$ cat config.mk
export PLATFORM = sky130hd
export DESIGN_NAME = pc_fetch_sequencer
export DESIGN_NICKNAME = d
export VERILOG_FILES = /design/src/rtl/pc_fetch_sequencer.sv
export SDC_FILE = /design/constraint.sdc
export NUM_CORES = 1
export LEC_CHECK = 0
export ABC_AREA = 1
export CORE_UTILIZATION = 42
export CTS_BUF_LIST = sky130_fd_sc_hd__clkbuf_16
export DETAILED_ROUTE_END_ITERATION = 8
export GPL_TIMING_DRIVEN = 0
export PLACE_DENSITY_LB_ADDON = 0.2
export SKIP_CTS_REPAIR_TIMING = 1
export SLEW_MARGIN = 20
export SYNTH_ARGS = -nofsm -noshare
export SYNTH_HDL_FRONTEND = slang
export SYNTH_SLANG_ARGS = --single-unit
$ cat constraint.sdc
create_clock -name clk -period 1.2 [get_ports clk]
set_input_delay 0.12 -clock clk [delete_from_list [all_inputs] [get_ports clk]]
set_output_delay 0.12 -clock clk [all_outputs]
set_load 0.02 [all_outputs]
$ cat src/rtl/pc_fetch_sequencer.sv
// -----------------------------------------------------------------------------
// pc_fetch_sequencer
//
// Owns the program counter of the 16-bit RISC core and drives the
// instruction-memory fetch handshake.  Each cycle the next PC is chosen from
// (highest priority first) a branch/jump redirect, a return-stack pop, a halt
// hold, or the sequential +1 adder.  The fetch address is held stable across
// memory wait states, fetches made stale by a redirect are squashed, and every
// accepted, non-squashed instruction is reported to decode one cycle later.
//
// Handshake: imem_req_o/pc_o form a request; a transfer happens in any cycle
// where imem_req_o & imem_ack_i.  Once imem_req_o is high it stays high, with
// pc_o unchanged, until that transfer happens (stall_i cannot withdraw it).
//
// Optional feature macro: PC_RAS_EN (return-address stack of RAS_DEPTH
// entries).  With it undefined, call_i / call_link_i / ret_i are ignored and
// ras_err_o is tied low.
//
// Ports:
//   clk              system clock, rising edge
//   rst              asynchronous reset, active low
//   stall_i          decode back-pressure, blocks a new request
//   imem_req_o       fetch request to instruction memory
//   imem_ack_i       memory accepts the request this cycle
//   pc_o             current fetch address
//   redirect_i       branch/jump taken pulse
//   redirect_tgt_i   redirect target address
//   halt_i           stop-fetching pulse
//   resume_i         leave HALTED
//   fetch_valid_o    one-cycle pulse: instruction accepted and not squashed
//   fetch_pc_o       address of the instruction flagged by fetch_valid_o
//   halted_o         high in HALTED
//   call_i           call marker accompanying redirect_i (PC_RAS_EN)
//   call_link_i      return address to push (PC_RAS_EN)
//   ret_i            return pulse, redirects to stack top (PC_RAS_EN)
//   ras_err_o        sticky stack underflow/overflow flag (PC_RAS_EN)
//   dbg_state_o      FSM state for observation (0 BOOT, 1 FETCH, 2 HALTED)
// -----------------------------------------------------------------------------
module pc_fetch_sequencer #(
   parameter int            AW        = 8,
   parameter logic [AW-1:0] RESET_PC  = '0,
   parameter int            RAS_DEPTH = 4
) (
   input  logic          clk,
   input  logic          rst,
   input  logic          stall_i,
   output logic          imem_req_o,
   input  logic          imem_ack_i,
   output logic [AW-1:0] pc_o,
   input  logic          redirect_i,
   input  logic [AW-1:0] redirect_tgt_i,
   input  logic          halt_i,
   input  logic          resume_i,
   output logic          fetch_valid_o,
   output logic [AW-1:0] fetch_pc_o,
   output logic          halted_o,
   input  logic          call_i,
   input  logic [AW-1:0] call_link_i,
   input  logic          ret_i,
   output logic          ras_err_o,
   output logic [1:0]    dbg_state_o
);

   typedef enum logic [1:0] {
      ST_BOOT   = 2'd0,
      ST_FETCH  = 2'd1,
      ST_HALTED = 2'd2
   } state_e;

   state_e        state_q, state_d;
   logic [AW-1:0] pc_q, pc_d;
   logic          req_q, req_d;           // request raised earlier, not yet accepted
   logic          pend_q, pend_d;         // redirect arrived under an outstanding request
   logic [AW-1:0] pend_tgt_q, pend_tgt_d;
   logic          halt_pend_q, halt_pend_d;
   logic          fv_q, fv_d;
   logic [AW-1:0] fpc_q, fpc_d;

   logic          req;
   logic          accept;
   logic          redir_v;                // any PC redirect this cycle (branch or return)
   logic [AW-1:0] redir_tgt;

   // --------------------------------------------------------------------------
   // Return-address stack
   // --------------------------------------------------------------------------
`ifdef PC_RAS_EN
   localparam int PW = (RAS_DEPTH > 1) ? $clog2(RAS_DEPTH) : 1;

   logic [AW-1:0] ras_q [RAS_DEPTH];
   logic [PW-1:0] top_q;                  // index of the top entry when cnt_q > 0
   logic [PW:0]   cnt_q;
   logic          err_q;
   logic          ret_sel;
   logic          push;
   logic [PW-1:0] wr_idx;
   logic          ras_empty;
   logic          ras_full;

   // A branch outranks a return in the same cycle, so the return is dropped.
   assign ret_sel   = ret_i & ~redirect_i;
   assign push      = call_i & redirect_i;
   assign wr_idx    = top_q + 1'b1;
   assign ras_empty = (cnt_q == '0);
   assign ras_full  = (cnt_q == RAS_DEPTH[PW:0]);

   assign redir_v   = redirect_i | ret_sel;
   assign redir_tgt = redirect_i ? redirect_tgt_i :
                      (ras_empty ? RESET_PC : ras_q[top_q]);
   assign ras_err_o = err_q;

   // Circular buffer: pushing when full overwrites the oldest entry.
   always_ff @(posedge clk) begin
      if (push) begin
         ras_q[wr_idx] <= call_link_i;
      end
   end

   always_ff @(posedge clk or negedge rst) begin
      if (!rst) begin
         top_q <= '0;
         cnt_q <= '0;
         err_q <= 1'b0;
      end else if (push) begin
         top_q <= wr_idx;
         if (ras_full) begin
            err_q <= 1'b1;
         end else begin
            cnt_q <= cnt_q + 1'b1;
         end
      end else if (ret_sel) begin
         if (ras_empty) begin
            err_q <= 1'b1;
         end else begin
            top_q <= top_q - 1'b1;
            cnt_q <= cnt_q - 1'b1;
         end
      end
   end
`else
   logic unused_ras;

   assign unused_ras = ^{call_i, call_link_i, ret_i};
   assign redir_v    = redirect_i;
   assign redir_tgt  = redirect_tgt_i;
   assign ras_err_o  = 1'b0;
`endif

   // --------------------------------------------------------------------------
   // FSM state and datapath registers
   // --------------------------------------------------------------------------
   always_ff @(posedge clk or negedge rst) begin
      if (!rst) begin
         state_q     <= ST_BOOT;
         pc_q        <= RESET_PC;
         req_q       <= 1'b0;
         pend_q      <= 1'b0;
         pend_tgt_q  <= '0;
         halt_pend_q <= 1'b0;
         fv_q        <= 1'b0;
         fpc_q       <= '0;
      end else begin
         state_q     <= state_d;
         pc_q        <= pc_d;
         req_q       <= req_d;
         pend_q      <= pend_d;
         pend_tgt_q  <= pend_tgt_d;
         halt_pend_q <= halt_pend_d;
         fv_q        <= fv_d;
         fpc_q       <= fpc_d;
      end
   end

   // --------------------------------------------------------------------------
   // Next-state / next-PC logic
   // --------------------------------------------------------------------------
   always_comb begin
      state_d     = state_q;
      pc_d        = pc_q;
      req_d       = 1'b0;
      pend_d      = pend_q;
      pend_tgt_d  = pend_tgt_q;
      halt_pend_d = halt_pend_q;
      fv_d        = 1'b0;
      fpc_d       = fpc_q;
      req         = 1'b0;
      accept      = 1'b0;

      case (state_q)
         ST_BOOT: begin
            state_d = halt_i ? ST_HALTED : ST_FETCH;
            if (redir_v) begin
               pc_d = redir_tgt;
            end
         end

         ST_FETCH: begin
            req    = req_q | ~stall_i;
            accept = req & imem_ack_i;
            if (accept) begin
               // A redirect now or one latched earlier makes this fetch stale.
               if (redir_v) begin
                  pc_d = redir_tgt;
               end else if (pend_q) begin
                  pc_d = pend_tgt_q;
               end else begin
                  pc_d = pc_q + 1'b1;
               end
               if (!(redir_v | pend_q)) begin
                  fv_d  = 1'b1;
                  fpc_d = pc_q;
               end
               pend_d      = 1'b0;
               halt_pend_d = 1'b0;
               if (halt_i | halt_pend_q) begin
                  state_d = ST_HALTED;
               end
            end else if (req) begin
               // Request in flight: pc_o is frozen, so remember what arrived.
               req_d = 1'b1;
               if (redir_v) begin
                  pend_d     = 1'b1;
                  pend_tgt_d = redir_tgt;
               end
               if (halt_i) begin
                  halt_pend_d = 1'b1;
               end
            end else begin
               if (redir_v) begin
                  pc_d = redir_tgt;
               end
               if (halt_i) begin
                  state_d = ST_HALTED;
               end
            end
         end

         ST_HALTED: begin
            if (redir_v) begin
               pc_d = redir_tgt;
            end
            if (resume_i) begin
               state_d = ST_FETCH;
            end
         end

         default: begin
            state_d = ST_BOOT;
         end
      endcase
   end

   assign imem_req_o    = req;
   assign pc_o          = pc_q;
   assign fetch_valid_o = fv_q;
   assign fetch_pc_o    = fpc_q;
   assign halted_o      = (state_q == ST_HALTED);
   assign dbg_state_o   = state_q;

endmodule

; ---- After elaboration in Yosys (flattened, before gate mapping)
; Index checks and enable logic that the tools add are counted.
[word_totals]
register_bits = 30
input_bits = 25
out_inout_bits = 22
word_cells = 60
[classes]
addsub = 1
eq_ne = 6
muxes = 26
bitwise_logic = 7
reduce_logical = 12
[ops]
columns = operator, n
row1 = $mux 8, 5
row2 = $pmux 8 s2, 1
row3 = $mux 1, 13
row4 = $mux 2, 6
row5 = $ne 3x3->1 const B, 3
row6 = $reduce_and 3->1, 3
row7 = $add 8x1->8 const B, 1
row8 = $reduce_and 4->1, 2
row9 = $reduce_bool 2->1, 4
row10 = $pmux 2 s3, 1
row11 = $not 1->1, 3
row12 = $or 1x1->1, 3
row13 = $eq 2x1->1 const B, 1
row14 = $eq 2x2->1 const B, 1
row15 = $logic_not 2->1, 1
row16 = $ne 2x2->1 const B, 1
row17 = $reduce_and 2->1, 1
row18 = $reduce_or 2->1, 1
row19 = $and 1x1->1, 1

; ---- Logic depth before layout (Yosys ltp)
; Gate-level depths: netlist of run 1.
[depth]
depth_word = 5
depth_mapped = 9
mapped_depth_nobuf = 9

; ---- Worst setup path after synthesis of run 1
; No wires, ideal clock.
[synth_path]
path_kind = register to register
start = register state_q[0], in the netlist dbg_state_o[0]
end = register halt_pend_q
setup_ns = 0.119
arrival_time_ns = 1.419
required_time_ns = 1.081
setup_slack_ns = -0.338
path_stages_with_launch = 8
n_path_buf = 0
period_less_slack_ns = 1.538
cell_sequence = dfrtp_1 -> inv_2 -> nor2_4 -> inv_2 -> nor2_1 -> inv_1 -> o22ai_1 -> inv_1
[synth_via]
elab_chain_len = 2
[synth_lines]
columns = item, line
row1 = "start, declared", 70  ; state_e state_q, state_d;
row2 = "start signal, assigned", 163  ; state_q <= state_d;
row3 = $eq 2x1->1, 189  ; case (state_q)
row4 = $reduce_and 3->1 (no source line), -
row5 = "end signal, assigned", 168  ; halt_pend_q <= halt_pend_d;
row6 = "end, declared", 75  ; logic halt_pend_q, halt_pend_d;
; Every way passes these cells.
; A chain may end at the register's enable or synchronous reset.

; ---- Final worst setup path of run 1
[layout_path]
start = register state_q[1], in the netlist dbg_state_o[1]
end = output dbg_state_o[1]
[layout_rtl]
columns = item, line
row1 = "end, declared", 61  ; output logic [1:0] dbg_state_o
; No word-level cell between the ends.

==> out/summary.md, run 1 <==
The flow ran to the end, but the final reports show violations. The checks that failed: DRC, setup timing. The tools report the final hold violation count as 0. The first global-routing pass estimated 5927 um of wire.

Counting every instance in the synthesized netlist gives 222. The type of the most critical hold path is input pin to register. Once detail routing completed, the nets flagged for antenna violations numbered 0. Counting the fill cells in the layout gives 305. The count of H-tree levels built during CTS was 2; the residual DRC count was 1. The commonest cells after synthesis are nand2_1 (74), dfrtp_1 (30), nor2_1 (30), inv_1 (24), o21ai_0 (14). The cell family contributing the most delay on the critical path is buffers and inverters. The post-synthesis async set-or-reset flop share came out at 1.000.

For the worst-skew pair, the clock arrives at the later sink with an insertion delay of 0.27 ns. Final wirelength: 3810 um. The total grt overflow came out at 0. The smallest setup slack after layout was -0.1889 ns. The register clock-pin slew on the reported worst setup and hold paths came out at 0.05 ns.

The run gives 6 as the number of optimization iterations in the first detailed-route pass. The worst path needs 1.389 ns of the cycle, external delays included. The tools report the top-level I/O count as 47. The slew at the pin closest to its max-slew limit is 0.6700 ns. The area of all placed cells without fillers is 2451 um2.

The effective utilization at floorplan is 0.4388. Number of pins exceeding their max-slew limit in the final report: 0. Proportion of synthesized chip area in sequential cells: 0.4673. The worst relative slew slack was 0.5534.

The x dimension of the die was 63.85 um; the largest clock skew in the final design was 0.004239 ns. TritonCTS built the clock tree. The via count of the first global-routing pass was 1,310; the post-detailed-route via-to-cell ratio was 4.689. The worst-case vdd ir drop was 1.048 mV; the share of the synthesized area in the top cell type was 0.4673.

The type of element capturing the critical path is an output port. The library cell contributing the largest single delay on the critical path was clkdlybuf4s50_1. The clock root buffer master was clkbuf_16. The tools report the fmax as 720.0 MHz. The placed standard-cell area is 2041 um2, and the data required time at the worst endpoint is 1.08 ns.

At the worst endpoint, the arrival time is 1.27 ns. The final-report setup violation count came out at 26. The layout-stage area growth over the synthesis result is 52.57%, and the maximum number of pins on one net before global-route repair is 31. Along the worst path, the maximum fanout reaches 3. The most used flip-flop cell after synthesis is dfrtp_1. The run gives 22 as the cell row count.

Cell with the most instances after synthesis: nand2_1. The die is 63.85 um tall. The buffering stage count on the worst path with inverters included was 1. The total global-route track usage was 0.1898; the weighted congestion reported at the end of routability-driven placement was 0.8054. In this run the static leakage power is 1.427 nW.

The tools report the core region area as 3661 um2. Setup repair after global routing could not meet its margin everywhere. The worst setup path is of the register to output port kind. For this run, the number of standard cells in the final layout without fillers is 328. The initial antenna violation count came out at 0. The largest total area in the synthesized netlist belongs to dfrtp_1.

Sorting the synthesized cells by area gives the leading types as dfrtp_1 (47%), nand2_1 (17%), nor2_1 (7.0%). The number of enable-type register cells in the synthesized netlist is 0, and the fraction of final layout cells with drive strength greater than 1 is 0.2429. The synthesis-stage register bit count is 30. The number of nets at the end of the flow came out at 305. Detailed routing inserted a total of 1,538 vias. The floorplan step defined a die boundary enclosing 4076 um2.

The wire length per cell after detailed routing came out at 11.62 um. For this run, the slowest stage of the critical path takes 0.61 ns. The logs give 30 for the count of clock tree sinks and 2 for the deepest clock path buffer count.

When the netlist entered floorplanning its net count stood at 248. The fraction of the cycle the final worst path needs is 1.157, and the placed wire-length estimate after detailed placement is 2621 um. In this run, placement finished with an instance count of 304. Yosys printed 0 warnings.

The number of unique standard cell types used by synthesis is 20, and the hold slack is 0.2558 ns. For the post-route setup TNS, the log shows -2.144 ns. The number of violations reported at the end of detailed-routing iteration 0 came out at 94. The worst setup path is launched from a register.

The count of buffers from port buffering came out at 34. Traced cell by cell, the critical path runs through clkdlybuf4s50_1. The number of antenna diodes in the final layout is 0. Summing every instance area after synthesis gives 1607 um2. The tool flagged a number of max-cap violations equal to 0.

Power spread over the standard cell area amounts to 2478 nW/um2. Buffers inserted during clock tree synthesis total 5. A synthesized cell averages 7.237 um2.
-- power by group --
group | internal, mW | leakage, nW | total [mW] | switching (mW)
Sequential | 1.49 | 0.364 | 1.92 | 0.431
Clock | 0.740 | 0.0776 | 1.12 | 0.380
Combinational | 1.37 | 0.985 | 3.03 | 1.66
Total | 3.60 | 1.43 | 6.07 | 2.47
-- metal layers --
| layer | global-route usage | vias up | part of all wire |
|---|---|---|---|
| met2 | 0.2886 | 39 | 0.47 |
| met5 | 0 | - | 0 |
| met1 | 0.2634 | 689 | 0.48 |
| met4 | 0.05114 | 0 | 0.0039 |
| li1 | - | 808 | - |
| met3 | 0.05357 | 2 | 0.046 |
-- stage by stage --
step / setup WS [ns] / power [mW] / util
floorplan: -0.08883 / 3.469 / -
global placement: -0.6627 / 4.464 / 0.5588
detailed placement: -0.3930 / 4.515 / 0.5574
CTS: -0.5975 / 5.659 / 0.5947
global route: -0.2519 / 6.497 / 0.6695
finish: -0.1889 / 6.073 / 0.6695
-- flip-flops by register name, indices dropped and copies added, names as in the netlist --
| signal | flops |
|---|---|
| dbg_state_o | 2 |
| pend_q | 1 |
| req_q | 1 |
| pend_tgt_q | 8 |
| halt_pend_q | 1 |
| fetch_pc_o | 8 |
| pc_o | 8 |
| fetch_valid_o | 1 |
-- placed cells by master, fill, tap and decap left out, drive strengths merged --
master	n
a21oi	11
buf	22
clkbuf	5
clkdlybuf4s50	13
conb	1
dfrtp	30
dlygate4sd3	1
dlymetal6s2s	18
ha	1
inv	33
nand2	74
nand3	12
nand4	1
nor2	33
o21a	1
o21ai	23
o22ai	1
-- cell families (layout without fill, tap and decap cells) --
group,count (synthesis),count (layout),synth area share
AOI/OAI and AO/OA,36,36,0.1215
adders and majority gates,1,1,0.007787
buffers and inverters,34,92,0.08645
DFF,30,30,0.4673
other,1,1,0.002334
and+or+nand+nor,120,120,0.3146
-- area by class of cell --
class	instances	area [um2]	area share
multi-input cells	158	827.0	0.3374
flip-flops and latches	30	757.0	0.3088
repair buffers	49	501.7	0.2047
clock buffers	5	125.1	0.05105
inverters	29	116.4	0.04747
well taps	48	60.06	0.02450
plain buffers	5	46.29	0.01889
clock inverters	3	11.26	0.004594
repair inverters	1	6.256	0.002552
-- worst paths after layout --
| kind | from | slack (ns) | to | cells past startpoint |
|---|---|---|---|---|
| min reg2reg | fetch_pc_o[1] | 0.47 | fetch_pc_o[1] | 2 |
| min in group asynchronous | rst | 0.42 | req_q | 2 |
| min | redirect_i | 0.26 | pc_o[0] | 3 |
| max | dbg_state_o[1] | -0.19 | dbg_state_o[1] | 1 |
| max reg2reg | dbg_state_o[0] | -0.19 | pend_tgt_q[1] | 8 |
| max in group asynchronous | rst | 0.30 | dbg_state_o[0] | 2 |
Power figures use the tool's default switching activity.
==> run 2, diff against run 1 <==
--- a/config.mk
+++ b/config.mk
@@ -11,6 +11,7 @@
 export DETAILED_ROUTE_END_ITERATION = 8
 export GPL_TIMING_DRIVEN = 0
 export PLACE_DENSITY_LB_ADDON = 0.2
+export RECOVER_POWER = 25
 export SKIP_CTS_REPAIR_TIMING = 1
 export SLEW_MARGIN = 20
 export SYNTH_ARGS = -nofsm -noshare
==> run 2 against run 1 <==
Compared with the run above: the run still ends with DRC, setup timing left; via count unchanged; sequential power about the same; hold slack unchanged; combinational power about the same; register-to-register slack about the same; power about the same; die area unchanged.
==> out/summary.md, run 2 (same netlist as run 1, synthesis figures left out) <==
The most critical setup path has its endpoint at dbg_state_o[1]. The tools report the die area as 4076 um2 (unchanged). The logs give 22 (unchanged) for the cell row count and 0 (unchanged) for the final hold violation count. The largest fanout on the critical path was 3 (unchanged); the reg2reg setup slack was -0.19 ns (about the same). The wire length per cell after detailed routing is 11.62 um (unchanged).

The library cell used most frequently in the layout, excluding fill and tap cells, is nand2_1. In the layout the commonest cells are nand2_1 (64), inv_1 (26), dfrtp_1 (25). The count of clock tree sinks was 30 (unchanged); the switching power was 2.469 mW (about the same). For the total internal power, the log shows 3.601 mW (about the same).

The count of buffers from port buffering came out at 34 (unchanged). For the insertion delay of the later-clocked pin in the worst-skew pair, the log shows 0.27 ns (about the same). The logs give 1.048 mV (about the same) for the worst-case vdd ir drop and 304 (unchanged) for the total placed cells including tap cells. The arrival time of the worst setup path was 1.27 ns (about the same); the number of cells on the worst reg-to-reg path was 8 (unchanged). For the static power due to leakage, the log shows 1.406 nW (-1.4%). In this run the critical register-to-register path is launched from dbg_state_o[0]. The total clock buffers created by CTS was 5 (unchanged).

The library cell contributing the largest single delay on the critical path was clkdlybuf4s50_1. The switching share of power is 0.4068 (about the same). The run gives 31 (unchanged) as the maximum number of pins on one net before global-route repair. The tools report the weighted congestion reported at the end of routability-driven placement as 0.8054 (unchanged). The initial antenna violation count came out at 0 (unchanged).

STA classifies the critical path startpoint as a register. The number of nets with antenna violations after detailed routing was 0 (unchanged). The non-filler instance count after layout came out at 328 (unchanged). The worst relative slew slack came out at 0.5534 (unchanged). The number of nets at the end of the flow is 305 (unchanged), and the post-detailed-route via-to-cell ratio is 4.689 (unchanged). The residual DRC count is 1 (unchanged). The tree is rooted in a clkbuf_16.

The number of optimization iterations in the first detailed-route pass was 6 (unchanged). The run gives 26 (unchanged) as the final-report setup violation count. The kind of critical path was register to output port.

The count of H-tree levels built during CTS is 2 (unchanged), and the worst stage delay on the critical path is 0.61 ns (about the same). The run gives 1,310 (unchanged) as the via count of the first global-routing pass. In this run the worst setup path begins at dbg_state_o[1]. Register clock-pin slew on the reported worst setup and hold paths: 0.05 ns (about the same).

The worst setup timing slack at the placement stage was -0.3930 ns (unchanged). The area of all placed cells without fillers is 2442 um2 (-0.36%), and the placed standard-cell area is 2041 um2 (unchanged). Setup repair after global routing could not meet its margin everywhere.

The run gives 308 (+0.98%) as the number of filler instances in the final layout. The number of pins exceeding their max-slew limit in the final report was 0 (unchanged); the effective utilization at floorplan was 0.4388 (unchanged). For the sequential cell fraction of total power, the log shows 0.316 (about the same). Type of element capturing the critical path: an output port.

The tools report the via count as 1,538 (unchanged). The type of the most critical hold path is input pin to register. The reported max-cap violation count was 0 (unchanged); the fraction of final layout cells with drive strength greater than 1 was 0.2429 (unchanged). The endpoint identified for the worst register-to-register timing path is pend_tgt_q[1].

The fmax was 720.0 MHz (unchanged); the portion of total power attributed to combinational logic was 0.499 (about the same). The logs give -2.144 ns (unchanged) for the post-route setup TNS and 5927 um (unchanged) for the global-route wire length before repair. The smallest setup slack after layout came out at -0.1889 ns (unchanged). For the core region area, the log shows 3661 um2 (unchanged).

The final critical-path required period was 1.389 ns (unchanged). The buffering stage count on the worst path with inverters included was 1 (unchanged). For the total grt overflow, the log shows 0 (unchanged). The slew at the pin closest to its max-slew limit came out at 0.6700 ns (unchanged). The clock network power share was 0.185 (about the same). The final reports fail on DRC, setup timing. Relative to the synthesized area, the layout overhead comes to 52.02%. The logs give 94 (unchanged) for the number of violations reported at the end of detailed-routing iteration 0 and 0.004239 ns (unchanged) for the largest clock skew in the final design. The flow ran to the end, but the final reports show violations. TritonCTS built the clock tree.

The data required time at the worst endpoint came out at 1.08 ns (about the same). The number of cells on the critical path works out to 1 (unchanged). The x dimension of the die is 63.85 um (unchanged). The tools report the top-level I/O count as 47 (unchanged).

Cell family contributing the most delay on the critical path: buffers and inverters. The fraction of the cycle the final worst path needs was 1.157 (unchanged); the total power density per cell area was 2486 nW/um2 (+0.31%). The total global-route track usage is 0.1898 (unchanged), and the placed wire-length estimate after detailed placement is 2621 um (unchanged). The y dimension of the die works out to 63.85 um (unchanged). Walking the worst path, the cells encountered are clkdlybuf4s50_1.

The final wirelength is 3810 um (unchanged). The number of antenna diodes was 0 (unchanged); the deepest clock path buffer count was 2 (unchanged). The total power of the final layout was 6.071 mW (about the same).
[run 2: power groups by stage]
stage               Clock [mW]  Combinational (mW)  Sequential, mW
CTS                       1.15                2.58            1.93
detailed placement           0                2.58            1.94
floorplan                    0                1.26            2.21
global placement             0                2.54            1.92
finish                    1.12                3.03            1.92
global route              1.21                3.31            1.98
[run 2: cell type report]
cell class	instances	area (um2)	area share
well taps	48	60.06	0.02459
clock inverters	3	11.26	0.004611
plain buffers	5	46.29	0.01895
repair buffers	49	493.0	0.2018
clock buffers	5	125.1	0.05123
inverters	29	116.4	0.04764
repair inverters	1	6.256	0.002561
multi-input cells	158	827.0	0.3386
flip-flops and latches	30	757.0	0.3099
[run 2: layer usage]
layer,global-route usage,wire (um)
met1,0.2634,1823
met2,0.2886,1792
met3,0.05357,179
met4,0.05114,15
met5,0,0
[run 2: worst reg2reg max path, cell delays in order (launching register included)]
cell,delay [ns]
dfrtp_2,0.40
inv_2,0.06
nor2_4,0.14
inv_2,0.08
nor2_4,0.11
inv_4,0.06
nor2_8,0.20
buf_4,0.15
o21ai_0,0.06
[run 2: how the worst min path moves through the flow]
stage,startpoint,to,slack [ns],cells past startpoint
2_1_floorplan,rst,dbg_state_o[0],-0.18,0
3_3_place_gp,pend_tgt_q[6],pend_tgt_q[6],0.46,2
3_5_place_dp,rst,fetch_pc_o[0],0.20,1
4_1_cts,rst,fetch_pc_o[0],-0.09,1
5_1_grt,redirect_i,pc_o[0],0.26,3
6_report,redirect_i,pc_o[0],0.26,3
[run 2: stage by stage]
stage / util / hold WS, ns
global route: 0.6671 / 0.2633
global placement: 0.5588 / 0.4570
floorplan: - / -0.1756
finish: 0.6671 / 0.2558
detailed placement: 0.5574 / 0.1983
CTS: 0.5947 / -0.08893
